$ cat src/rtl/opc7_uart_tx.sv
// OPC7 I/O-bus UART transmitter: FIFO-buffered 8N1 serialiser with DATA/STATUS/CTRL registers.
// Define OPC7_UART_IRQ_EN to implement CTRL.ien and the active-low irq_b output.
module opc7_uart_tx #(
  parameter logic [15:0] BASE         = 16'hFE08,
  parameter int unsigned DEPTH        = 8,
  parameter int unsigned CLKS_PER_BIT = 16
) (
  input  logic        clk,
  input  logic        reset,
  input  logic [15:0] address,
  input  logic [31:0] dout,
  output logic [31:0] din,
  input  logic        rnw,
  input  logic        vio,
  input  logic        clken,
  output logic        txd,
  output logic        irq_b
);

  localparam int unsigned AW = $clog2(DEPTH);
  localparam int unsigned CW = $clog2(CLKS_PER_BIT);
  localparam logic [15:0] AddrStat = BASE + 16'd1;
  localparam logic [15:0] AddrCtrl = BASE + 16'd2;
  localparam logic [AW:0] FullCnt = (AW+1)'(DEPTH);
  localparam logic [CW-1:0] BaudLast = CW'(CLKS_PER_BIT - 1);

  typedef enum logic [1:0] {StIdle, StStart, StData, StStop} state_e;

  state_e        state_q;
  logic [CW-1:0] baud_q;
  logic [2:0]    bitcnt_q;
  logic [7:0]    shreg_q;
  logic          txd_q;
  logic [7:0]    mem_q [DEPTH];
  logic [AW-1:0] wptr_q, rptr_q;
  logic [AW:0]   count_q;
  logic          ovf_q;
  logic [31:0]   din_q;
  logic          ien;

  logic sel, wr_data, rd_stat, full, empty, busy, baud_last, push, pop;
  logic [31:0] status, rd_data;
  logic unused_dout;

  assign unused_dout = ^dout[31:8];

  assign sel = vio & clken &
               ((address == BASE) | (address == AddrStat) | (address == AddrCtrl));
  assign wr_data   = sel & ~rnw & (address == BASE);
  assign rd_stat   = sel & rnw & (address == AddrStat);
  assign full      = (count_q == FullCnt);
  assign empty     = (count_q == '0);
  assign busy      = (state_q != StIdle);
  assign baud_last = (baud_q == BaudLast);
  // Fullness is judged before any same-cycle pop, so a write while full is always dropped.
  assign push = wr_data & ~full;
  assign pop  = ~empty & ((state_q == StIdle) | ((state_q == StStop) & baud_last));

  always_comb begin
    status       = '0;
    status[0]    = full;
    status[1]    = empty;
    status[2]    = busy;
    status[3]    = ovf_q;
    status[11:8] = 4'(count_q);
    rd_data      = '0;
    if (address == AddrStat) begin
      rd_data = status;
    end else if (address == AddrCtrl) begin
      rd_data[0] = ien;
    end
  end

  always_ff @(posedge clk) begin
    if (push) begin
      mem_q[wptr_q] <= dout[7:0];
    end
  end

  always_ff @(posedge clk) begin
    if (reset) begin
      wptr_q  <= '0;
      rptr_q  <= '0;
      count_q <= '0;
    end else begin
      if (push) wptr_q <= wptr_q + 1'b1;
      if (pop)  rptr_q <= rptr_q + 1'b1;
      count_q <= count_q + (AW+1)'(push) - (AW+1)'(pop);
    end
  end

  always_ff @(posedge clk) begin
    if (reset) begin
      din_q <= '0;
      ovf_q <= 1'b0;
    end else begin
      if (sel & rnw) din_q <= rd_data;
      if (wr_data & full) begin
        ovf_q <= 1'b1;
      end else if (rd_stat) begin
        ovf_q <= 1'b0;
      end
    end
  end

  always_ff @(posedge clk) begin
    if (reset) begin
      state_q  <= StIdle;
      baud_q   <= '0;
      bitcnt_q <= '0;
      shreg_q  <= '0;
      txd_q    <= 1'b1;
    end else begin
      unique case (state_q)
        StIdle: begin
          if (pop) begin
            shreg_q <= mem_q[rptr_q];
            txd_q   <= 1'b0;
            baud_q  <= '0;
            state_q <= StStart;
          end
        end
        StStart: begin
          if (baud_last) begin
            baud_q   <= '0;
            bitcnt_q <= '0;
            txd_q    <= shreg_q[0];
            shreg_q  <= {1'b0, shreg_q[7:1]};
            state_q  <= StData;
          end else begin
            baud_q <= baud_q + 1'b1;
          end
        end
        StData: begin
          if (baud_last) begin
            baud_q <= '0;
            if (bitcnt_q == 3'd7) begin
              txd_q   <= 1'b1;
              state_q <= StStop;
            end else begin
              bitcnt_q <= bitcnt_q + 1'b1;
              txd_q    <= shreg_q[0];
              shreg_q  <= {1'b0, shreg_q[7:1]};
            end
          end else begin
            baud_q <= baud_q + 1'b1;
          end
        end
        StStop: begin
          if (baud_last) begin
            baud_q <= '0;
            // Chain straight into the next start bit when more data is queued.
            if (pop) begin
              shreg_q <= mem_q[rptr_q];
              txd_q   <= 1'b0;
              state_q <= StStart;
            end else begin
              state_q <= StIdle;
            end
          end else begin
            baud_q <= baud_q + 1'b1;
          end
        end
        default: state_q <= StIdle;
      endcase
    end
  end

`ifdef OPC7_UART_IRQ_EN
  logic ien_q, irq_b_q;

  always_ff @(posedge clk) begin
    if (reset) begin
      ien_q   <= 1'b0;
      irq_b_q <= 1'b1;
    end else begin
      if (sel & ~rnw & (address == AddrCtrl)) ien_q <= dout[0];
      irq_b_q <= ~(ien_q & empty & ~busy);
    end
  end

  assign ien   = ien_q;
  assign irq_b = irq_b_q;
`else
  assign ien   = 1'b0;
  assign irq_b = 1'b1;
`endif

  assign din = din_q;
  assign txd = txd_q;

endmodule

$ cat config.mk
export PLATFORM = sky130hd
export DESIGN_NAME = opc7_uart_tx
export DESIGN_NICKNAME = d
export VERILOG_FILES = /design/src/rtl/opc7_uart_tx.sv
export SDC_FILE = /design/constraint.sdc
export NUM_CORES = 1
export LEC_CHECK = 0
export CAP_MARGIN = 5
export CELL_PAD_IN_SITES_DETAIL_PLACEMENT = 0
export CELL_PAD_IN_SITES_GLOBAL_PLACEMENT = 1
export CORE_UTILIZATION = 42
export DETAILED_ROUTE_END_ITERATION = 6
export GPL_TIMING_DRIVEN = 1
export PLACE_DENSITY_LB_ADDON = 0.1
export SYNTH_ARGS = -nofsm -noshare
export SYNTH_HDL_FRONTEND = slang
export SYNTH_SLANG_ARGS = --single-unit
$ cat constraint.sdc
create_clock -name clk -period 3.5 [get_ports clk]
set_clock_uncertainty 0.05 [all_clocks]
set_input_delay 0.7 -clock clk [delete_from_list [all_inputs] [get_ports clk]]
set_output_delay 0.7 -clock clk [all_outputs]
set_load 0.02 [all_outputs]
==> impl_metrics.py, run 1 <==
metrics = {
    "detailed_routing": {
        "routedWlPerCell_microns": 15.27,
        "route.met3.wl_microns": 350,
        "drt_iter0_drc": 128,
        "met1_length_mm": 3.799,
        "ant_nets": 0,
        "route.met2.wl_mm": 3.783,
        "maxUsedRoutingLayer": "met4",
        "drt_first_pass_iters": 4,
        "vias": 2718,
        "via_per_inst": 5.157,
        "wl_mm": 8.047,
        "drc_errors": 0,
    },
    "logic_synthesis": {
        "ys_async_sr_fraction": 0,
        "ys.flop_type": "edfxtp_1",
        "synthTopCellsByArea": "edfxtp_1, dfxtp_1, mux4_2",
        "seq_area_frac_synth": 0.5921,
        "ys_ff_latch": 104,
        "synth_warnings": 0,
        "syn_area_sq_um": 4598,
        "synth_area_per_cell_sq_um": 13.48,
        "synth-edff-count": 64,
        "synth_cell_types": 53,
        "yosys.area.top_type": "edfxtp_1",
        "netlist_instances": 341,
        "synth_top_area_frac": 0.4180,
    },
    "sta": {
        "finalSetupViolCount": 0,
        "rsz0062_at_grt": "false",
        "final.setup.tns_ps": 0,
        "slew_headroom": 0.4931,
        "setup_ws_ps": 447.6,
        "period_share": 0.8721,
        "post-route-min-period_ps": 3052,
        "whs_ps": 425.3,
        "final_max_slew_viol_count": 0,
        "fmax_mhz": 327.6,
        "worst_slew_pin_slew_ps": 759.3,
        "hold_violations": 0,
    },
    "outcome": {
        "outcome": "complete, no violations",
    },
    "critical_path": {
        "cp.required_ps": 3710,
        "criticalPathCategory": "in2reg",
        "crit_fanout": 2,
        "worstPathArrival_ps": 3260,
        "rrSetupSlack_ps": 870,
        "crit_path_top_delay_cell": "or4b_4",
        "slowest_delay_ps": 560,
        "r2r-end": "count_q[2]$_SDFF_PP0_",
        "cp-end-kind": "register",
        "start_kind": "input pin",
        "cp_cell_sequence": "clkdlybuf4s50_1 -> or4b_4 -> nor4_4 -> nand2_1 -> ha_1 -> inv_1 -> ha_1 -> inv_1 -> fa_1 -> xor2_1 -> nor2_1",
        "rr_worst_depth": 11,
        "cp.buffers_inverters": 3,
        "rr_startpoint": "count_q[2]$_SDFF_PP0_",
        "critPathTopFamily": "simple AND/OR/NAND/NOR gates",
    },
    "placed_design": {
        "dp_cells": 511,
        "dpl.hpwl_mm": 5.455,
        "pre_cts_ws_ps": 43.04,
        "port_buffers": 37,
        "gp_congestion": 0.7447,
    },
    "worst_hold_path": {
        "hold_path_end": "shreg_q[2]$_SDFFE_PP0P_",
        "hp-start": "shreg_q[2]$_SDFFE_PP0P_",
        "holdCritPathClass": "reg2reg",
        "min_delay_path_depth": 1,
    },
    "pwr": {
        "powerDensity_nw_per_um2": 609.1,
        "irDropWorstVdd_uv": 254.1,
        "power.total_mw": 3.215,
        "power_leakage_nw": 1.856,
    },
    "global_routing": {
        "grt_use_total": 0.1553,
        "grt_overflow": 0,
        "first_global_vias": 2581,
        "grt_pass1_wl_mm": 13.21,
        "grt_max_degree": 28,
        "antenna_found_initial": 0,
    },
    "final_layout": {
        "final_common_cell": "edfxtp_1",
        "fillers": 933,
        "syn2layout_area_growth_pct": 14.80,
        "drive_above_1_share": 0.1381,
        "diodes": 0,
        "most-common-layout-cells": "edfxtp_1, dfxtp_1, clkdlybuf4s50_1",
        "final_cells": 527,
        "finalNetCount": 456,
    },
    "floorplan": {
        "die_x_microns": 106.6,
        "dieHeight_microns": 106.6,
        "row_count": 37,
        "initial_core_util": 0.4395,
        "design.core.area_sq_um": 10460,
        "io_pins": 87,
        "die_area_sq_um": 11370,
    },
    "clocking": {
        "cts_root_buf": "clkbuf_8",
        "ctsResizeCount": 0,
        "clk_path_buf_depth": 2,
        "tritoncts": "yes",
        "cts_hold_buf": 0,
        "numCtsBuffers": 9,
        "worstSkewPairLatency_ps": 370,
        "cts_sinks": 104,
        "clk_pin_slew_ps": 100,
        "htree_levels": 3,
        "cts_setup_buffers": 0,
    },
    "flow_run": {
        "maxCapViolations": 0,
    },
}
[per-layer routing]
layer | track usage | vias up
met3 | 0.02736 | 11
met1 | 0.2205 | 1308
met4 | 0.06458 | 0
met5 | 0 | -
met2 | 0.2355 | 72
li1 | - | 1327
[worst max-delay path by stage]
stage / to / from / cells past startpoint / slack [ps]
finish: count_q[2]$_SDFF_PP0_ / address[2] / 11 / 450
global route: count_q[2]$_SDFF_PP0_ / address[2] / 11 / 330
CTS: count_q[2]$_SDFF_PP0_ / address[2] / 11 / 440
detailed placement: count_q[2]$_SDFF_PP0_ / address[2] / 11 / 40
global placement: count_q[2]$_SDFF_PP0_ / address[2] / 11 / 60
floorplan: mem_q[0][0]$_DFFE_PP_ / address[2] / 4 / 380
[cells in the mapped netlist (2+ instances only)]
library cell and count:
a211oi_1 2, a21oi_1 20, a22o_1 9, a32o_1 7, and2_1 2, buf_4 25, clkbuf_1 11, conb_1 2
dfxtp_1 40, edfxtp_1 64, ha_1 16, inv_1 19, mux2i_1 3, mux4_2 16, nand2_1 8, nand2b_1 3
nand3_1 6, nand4_1 4, nor2_1 21, nor3_1 7, nor3b_1 3, nor4_1 4, o21ai_0 9, o22a_1 7
or3_1 2, or4b_4 2, xnor2_1 2, xor2_1 2
[cells by family (layout without fill, tap and decap cells)]
| family | after synthesis | after routing | share of synthesized area |
|---|---|---|---|
| AOI/OAI and AO/OA | 65 | 65 | 0.1015 |
| xor gates and xnor gates | 4 | 4 | 0.007620 |
| adders and majority gates | 17 | 17 | 0.04789 |
| buffers and inverters | 58 | 85 | 0.07102 |
| DFF | 104 | 104 | 0.5921 |
| muxes | 19 | 19 | 0.08490 |
| other | 2 | 25 | 0.001633 |
| and+or+nand+nor | 72 | 72 | 0.09334 |
[registers in the layout (all words and copies together), names as in the netlist, named ones only]
register,flops
baud_q,4
shreg_q,8
txd,1
rptr_q,3
wptr_q,3
din,8
state_q,2
mem_q,64
count_q,4
ovf_q,1
bitcnt_q,3
[report_power, final]
group	internal (mW)	switching, mW
sequential	1.39	0.0730
combinational	0.447	0.526
clock	0.350	0.434
[per-stage QoR]
stage | instance area [sq um] | utilization
4_1_cts | 5279 | 0.5045
2_1_floorplan | 4684 | -
6_report | 5279 | 0.5045
3_3_place_gp | 5067 | 0.4843
3_5_place_dp | 5067 | 0.4843
5_1_grt | 5279 | 0.5045
[layout make-up]
cell class	count	area, sq um	share of cell area
clock buffers	9	123.9	0.02347
multi-input cells	202	1635	0.3098
clock inverters	7	87.58	0.01659
inverters	19	71.32	0.01351
repair buffers	50	467.9	0.08865
flip-flops and latches	104	2723	0.5158
well taps	136	170.2	0.03224
(Power assumes the default switching activity.)
==> run 2: changes to the inputs <==
GPL_ROUTABILITY_DRIVEN = 1   (was default)
==> results of run 2 <==
Same layout as run 1: the final DEF is identical, and so are final timing and power.
